[config.mk]
export PLATFORM = sky130hd
export DESIGN_NAME = demux_stream_dispatcher
export DESIGN_NICKNAME = d
export VERILOG_FILES = /design/src/rtl/demux_dispatch_pkg.sv /design/src/rtl/rr_channel_picker.sv /design/src/rtl/demux_stream_dispatcher.sv
export SDC_FILE = /design/constraint.sdc
export NUM_CORES = 1
export LEC_CHECK = 0
export CAP_MARGIN = 10
export CELL_PAD_IN_SITES_DETAIL_PLACEMENT = 0
export CELL_PAD_IN_SITES_GLOBAL_PLACEMENT = 1
export CORE_MARGIN = 3
export CORE_UTILIZATION = 38
export DETAILED_ROUTE_END_ITERATION = 16
export GPL_TIMING_DRIVEN = 1
export PLACE_DENSITY_LB_ADDON = 0.1
export SLEW_MARGIN = 20
export SYNTH_ARGS = -nofsm -noshare
export SYNTH_HDL_FRONTEND = slang
export SYNTH_HIERARCHICAL = 1
export SYNTH_SLANG_ARGS = --single-unit
[constraint.sdc]
create_clock -name Clock_In -period 4.27 [get_ports Clock_In]
set_input_delay 0.6405 -clock Clock_In [delete_from_list [all_inputs] [get_ports Clock_In]]
set_output_delay 0.6405 -clock Clock_In [all_outputs]
set_load 0.1 [all_outputs]
[src/rtl/demux_dispatch_pkg.sv]
// Shared constants, FSM state type and helpers for the 1:4 stream dispatcher.
// Latency: n/a (declarations only).
// Backpressure: n/a (declarations only).
package demux_dispatch_pkg;

  localparam int NUM_CHANNELS = 4;
  localparam int CH_IDX_WIDTH = 2;

  localparam logic MODE_RR    = 1'b0;
  localparam logic MODE_FIXED = 1'b1;

  typedef enum logic {
    IDLE = 1'b0,
    HOLD = 1'b1
  } state_e;

  // One-hot decode of a channel index into a per-channel valid vector
  function automatic logic [NUM_CHANNELS-1:0] ch_onehot(input logic [CH_IDX_WIDTH-1:0] idx);
    return NUM_CHANNELS'(1) << idx;
  endfunction

endpackage

[src/rtl/rr_channel_picker.sv]
// Finds the first eligible channel starting at the round-robin pointer, wrapping mod 4.
// Latency: purely combinational.
// Backpressure: none; found_o=0 tells the caller that nothing may be accepted.
module rr_channel_picker
  import demux_dispatch_pkg::*;
(
  input  logic [CH_IDX_WIDTH-1:0] ptr_i,
  input  logic [NUM_CHANNELS-1:0] mask_i,
  output logic [CH_IDX_WIDTH-1:0] target_o,
  output logic                    found_o
);

  // Scan offsets from farthest to nearest so the nearest eligible channel wins
  always_comb begin
    logic [CH_IDX_WIDTH-1:0] idx;
    idx      = '0;
    target_o = ptr_i;
    found_o  = 1'b0;
    for (int i = NUM_CHANNELS - 1; i >= 0; i--) begin
      idx = ptr_i + CH_IDX_WIDTH'(i);
      if (mask_i[idx]) begin
        target_o = idx;
        found_o  = 1'b1;
      end
    end
  end

endmodule

[src/rtl/demux_stream_dispatcher.sv]
// Dispatches one input stream word-by-word to 4 channels (round-robin or fixed select).
// Latency: 1 cycle from acceptance to channel valid; full throughput back-to-back.
// Backpressure: input ready only when a target exists and the holding register is empty or draining.
module demux_stream_dispatcher
  import demux_dispatch_pkg::*;
#(
  parameter int DATA_WIDTH  = 8,
  parameter int COUNT_WIDTH = 16
) (
  input  logic                    Clock_In,
  input  logic                    Reset_N_In,
  input  logic                    Enable_In,
  input  logic                    Mode_In,
  input  logic [1:0]              Select_In,
  input  logic [3:0]              Channel_Mask_In,
  input  logic                    Data_Valid_In,
  input  logic [DATA_WIDTH-1:0]   Data_In,
  output logic                    Data_Ready_Out,
  output logic [DATA_WIDTH-1:0]   Data_Out,
  output logic [3:0]              Data_Valid_Out,
  input  logic [3:0]              Channel_Ready_In,
  output logic [1:0]              Select_Out,
  output logic                    Busy_Out,
  output logic [COUNT_WIDTH-1:0]  Dispatch_Count_Out
);

  state_e                  state_q, state_d;
  logic [DATA_WIDTH-1:0]   data_q, data_d;
  logic [CH_IDX_WIDTH-1:0] sel_q, sel_d;
  logic [CH_IDX_WIDTH-1:0] ptr_q, ptr_d;
  logic [NUM_CHANNELS-1:0] vld_q, vld_d;
  logic [COUNT_WIDTH-1:0]  cnt_q, cnt_d;

  logic [CH_IDX_WIDTH-1:0] rr_target;
  logic                    rr_found;
  logic [CH_IDX_WIDTH-1:0] target;
  logic                    target_found;
  logic                    holding;
  logic                    deliver;
  logic                    ready;
  logic                    accept;

  rr_channel_picker u_picker (
    .ptr_i    (ptr_q),
    .mask_i   (Channel_Mask_In),
    .target_o (rr_target),
    .found_o  (rr_found)
  );

  // Target for the next acceptance; the held word is never re-targeted
  assign target       = (Mode_In == MODE_FIXED) ? Select_In : rr_target;
  assign target_found = (Mode_In == MODE_FIXED) ? Channel_Mask_In[Select_In] : rr_found;

  assign holding = (state_q == HOLD);
  assign deliver = holding & Channel_Ready_In[sel_q];

  // Ready never looks at Data_Valid_In; the channel-ready path through deliver is deliberate
  assign ready  = Reset_N_In & Enable_In & target_found & (~holding | Channel_Ready_In[sel_q]);
  assign accept = Data_Valid_In & ready;

  // Next-state: deliver frees the register, accept refills it in the same cycle
  always_comb begin
    state_d = state_q;
    data_d  = data_q;
    sel_d   = sel_q;
    ptr_d   = ptr_q;
    vld_d   = vld_q;
    cnt_d   = cnt_q;
    if (deliver) begin
      cnt_d = cnt_q + COUNT_WIDTH'(1);
    end
    if (accept) begin
      state_d = HOLD;
      data_d  = Data_In;
      sel_d   = target;
      ptr_d   = target + CH_IDX_WIDTH'(1);
      vld_d   = ch_onehot(target);
    end else if (deliver) begin
      state_d = IDLE;
      vld_d   = '0;
    end
  end

  // FSM and holding register with registered channel valids
  always_ff @(posedge Clock_In or negedge Reset_N_In) begin
    if (!Reset_N_In) begin
      state_q <= IDLE;
      data_q  <= '0;
      sel_q   <= '0;
      ptr_q   <= '0;
      vld_q   <= '0;
      cnt_q   <= '0;
    end else begin
      state_q <= state_d;
      data_q  <= data_d;
      sel_q   <= sel_d;
      ptr_q   <= ptr_d;
      vld_q   <= vld_d;
      cnt_q   <= cnt_d;
    end
  end

  assign Data_Ready_Out     = ready;
  assign Data_Out           = data_q;
  assign Data_Valid_Out     = vld_q;
  assign Select_Out         = sel_q;
  assign Busy_Out           = holding;
  assign Dispatch_Count_Out = cnt_q;

endmodule
==> reports/results.ini <==
[drt]
wl_per_cell_um = 14.1
vias_per_cell = 4.90
drt-pass1-iter-count = 4
via_count = 1285
finalWirelength_um = 3690
ant_nets = 0
drcViolationCount = 0
initialDrtViolationCount = 50

[power_and_ir_drop]
power.leakage_uw = 0.00108
combPwrFrac_pct = 57.0
power_frac_seq_pct = 29.0
netSwitchingFraction_pct = 52.5
clock_power_share_pct = 13.9
p_per_area_nw_per_um2 = 661
switching_power_uw = 843
intPower_uw = 763
ir_drop_mv = 0.396

[sta]
tns_ns = 0
maxSlewHeadroom_pct = 34.0
hold_viol_final = 0
finClkSkew_ns = 0.00777
rsz0062_at_grt = false
maxSlewViolCount = 0
tightest_slew_ns = 0.987
finalCriticalPeriod_ns = 2.70
hold_ws_ns = 0.464
setup_viol = 0
period_share_pct = 63.3
clock.fmax_ghz = 0.370
layout_setup_ws_ns = 1.57

[die]
die_h_um = 73.2
die_w_um = 73.2
start_util_pct = 41.1
fp-row-count = 23
die_area_sq_um = 5350
io_pins = 55
coreArea_sq_um = 4170

[clock_network]
ctsResizeCount = 0
root_buffer = clkbuf_8
numCtsBuffers = 5
post-cts-setup-buffers = 0
path_clk_slew_ns = 0.07
tritoncts = done
clk_path_buf_depth = 2
htree_levels = 2
postCtsHoldBufs = 0
worstSkewPairLatency_ns = 0.28
cts.sinks = 33

[synthesis]
synthCells = 148
yosys_warnings = 6
yosysUniqueCellTypes = 35
synth-seq-area-share_pct = 48.2
syn-cell-area_sq_um = 1710
syn_area_per_cell_sq_um = 11.6
syn_nets = 176
synth-seq-cells = 33

[grt]
grt_pass1_vias = 1346
grt.overflow.total = 0
grt_pass1_wl_um = 6090
grt_max_degree = 34
track_usage_pct = 14.7
grt_antenna_before_repair = 0

[layout]
register_area_sq_um = 826
layout_common_cells = clkdlybuf4s50_1, dfrtp_1, inv_1
final_common_cell = clkdlybuf4s50_1
diodes = 0
nets = 239
synthToLayoutAreaGrowth_pct = 41.7
multiInputGateArea_sq_um = 817
fin_cells = 262
drive_gt1_share_pct = 17.5
n_fill_cell = 344

[place]
io_buffers = 54
dp_slack_ns = 1.26
placed_cells = 253
dpl.hpwl_um = 2880
gp_congestion = 0.881

[worst_setup_path]
endpoint_kind = output port
cp_max_fo = 7
cp.required_ns = 3.63
critical_path_arrival_ns = 2.06
startpoint_type = primary input
worstSetupPathType = in2out

[job]
maxCapViolCount = 0

[outcome]
outcome = completed

[worst_hold_path]
min_path_type = reg2reg

==> power groups by stage <==
stage          Clock (uW)  Combinational, uW  Sequential (uW)
2_1_floorplan           0                189              973
3_3_place_gp            0                912              467
3_5_place_dp            0                918              475
4_1_cts               234                922              469
5_1_grt               248                952              480
6_report              224                916              467
==> per-layer routing <==
metal,up-vias,track usage (%),part of all wire (%)
li1,635,-,-
met1,614,18.1,44
met2,30,24.7,51
met3,6,3.72,4.1
met4,0,5.33,1.1
met5,-,0,0
==> cell families after synthesis <==
kind of cell / count (synthesis) / share of synthesized area (%)
AND/OR/NAND/NOR: 47 / 15.2
flip-flops: 33 / 48.2
multiplexers: 23 / 16.8
buffers and inverters: 16 / 4.16
XOR/XNOR: 15 / 7.66
AO/OA/AOI/OAI: 9 / 4.38
adder cells (fa/ha/maj): 5 / 3.65
==> cells in the mapped netlist (all sizes together) <==
master,number,area share [%]
o21a,1,0.44
mux2i,4,2.3
o221a,1,0.66
and3,1,0.37
mux2,18,13
mux4,1,1.5
xor2,7,3.6
xnor2,8,4.1
dfrtp,33,48
nor3,8,2.3
nor2,6,1.3
inv,14,3.1
or4,1,0.44
clkbuf,1,0.22
ha,5,3.6
nand4,1,0.37
and2b,3,1.5
a21oi,1,0.29
or2,1,0.37
buf,1,0.88
and4,2,1.0
nand3,5,1.5
nand2,13,2.8
o22ai,2,1.5
nand2b,2,0.73
a2bb2oi,1,0.51
o21ai,2,0.58
o211ai,1,0.44
and3b,1,0.51
nor4,2,1.6
or3,1,0.37
==> critical path, stage by stage <==
cell             delay, ns
clkdlybuf4s50_1       0.57
mux2_2                0.20
o22ai_2               0.09
nor3_1                0.33
buf_12                0.22
==> final timing paths <==
kind / startpoint / endpoint / slack (ns) / cells after the start
worst max-delay path: Channel_Mask_In[3] / Data_Ready_Out / 1.57 / 5
worst min-delay path: Dispatch_Count_Out[15] / Dispatch_Count_Out[15] / 0.46 / 1
worst max register to register: ptr_q[0] / ptr_q[1] / 2.19 / 7
worst min register to register: Dispatch_Count_Out[15] / Dispatch_Count_Out[15] / 0.46 / 1
max in group asynchronous: Reset_N_In / Dispatch_Count_Out[6] / 3.13 / 2
min in group asynchronous: Reset_N_In / Dispatch_Count_Out[4] / 0.84 / 2
==> sequential cells by signal, indices dropped and copies added, names as in the netlist <==
name	cells
ptr_q	2
Data_Out	8
Data_Valid_Out	4
Select_Out	2
Busy_Out	1
Dispatch_Count_Out	16
==> final cells by class <==
type	count	area share [%]
repair buffers	58	24.1
flip-flops and latches	33	34.0
inverters	14	2.16
well taps	50	2.58
clock inverters	3	0.721
clock buffers	5	2.83
multi-input cells	99	33.6
==> stage by stage <==
stage               power, uW  util, %  cell area [sq um]
floorplan                1160        -               1710
global placement         1380     55.9               2330
detailed placement       1390     55.9               2330
CTS                      1620     57.9               2420
global route             1680     58.2               2430
finish                   1610     58.2               2430
Power figures use the tool's default switching activity.
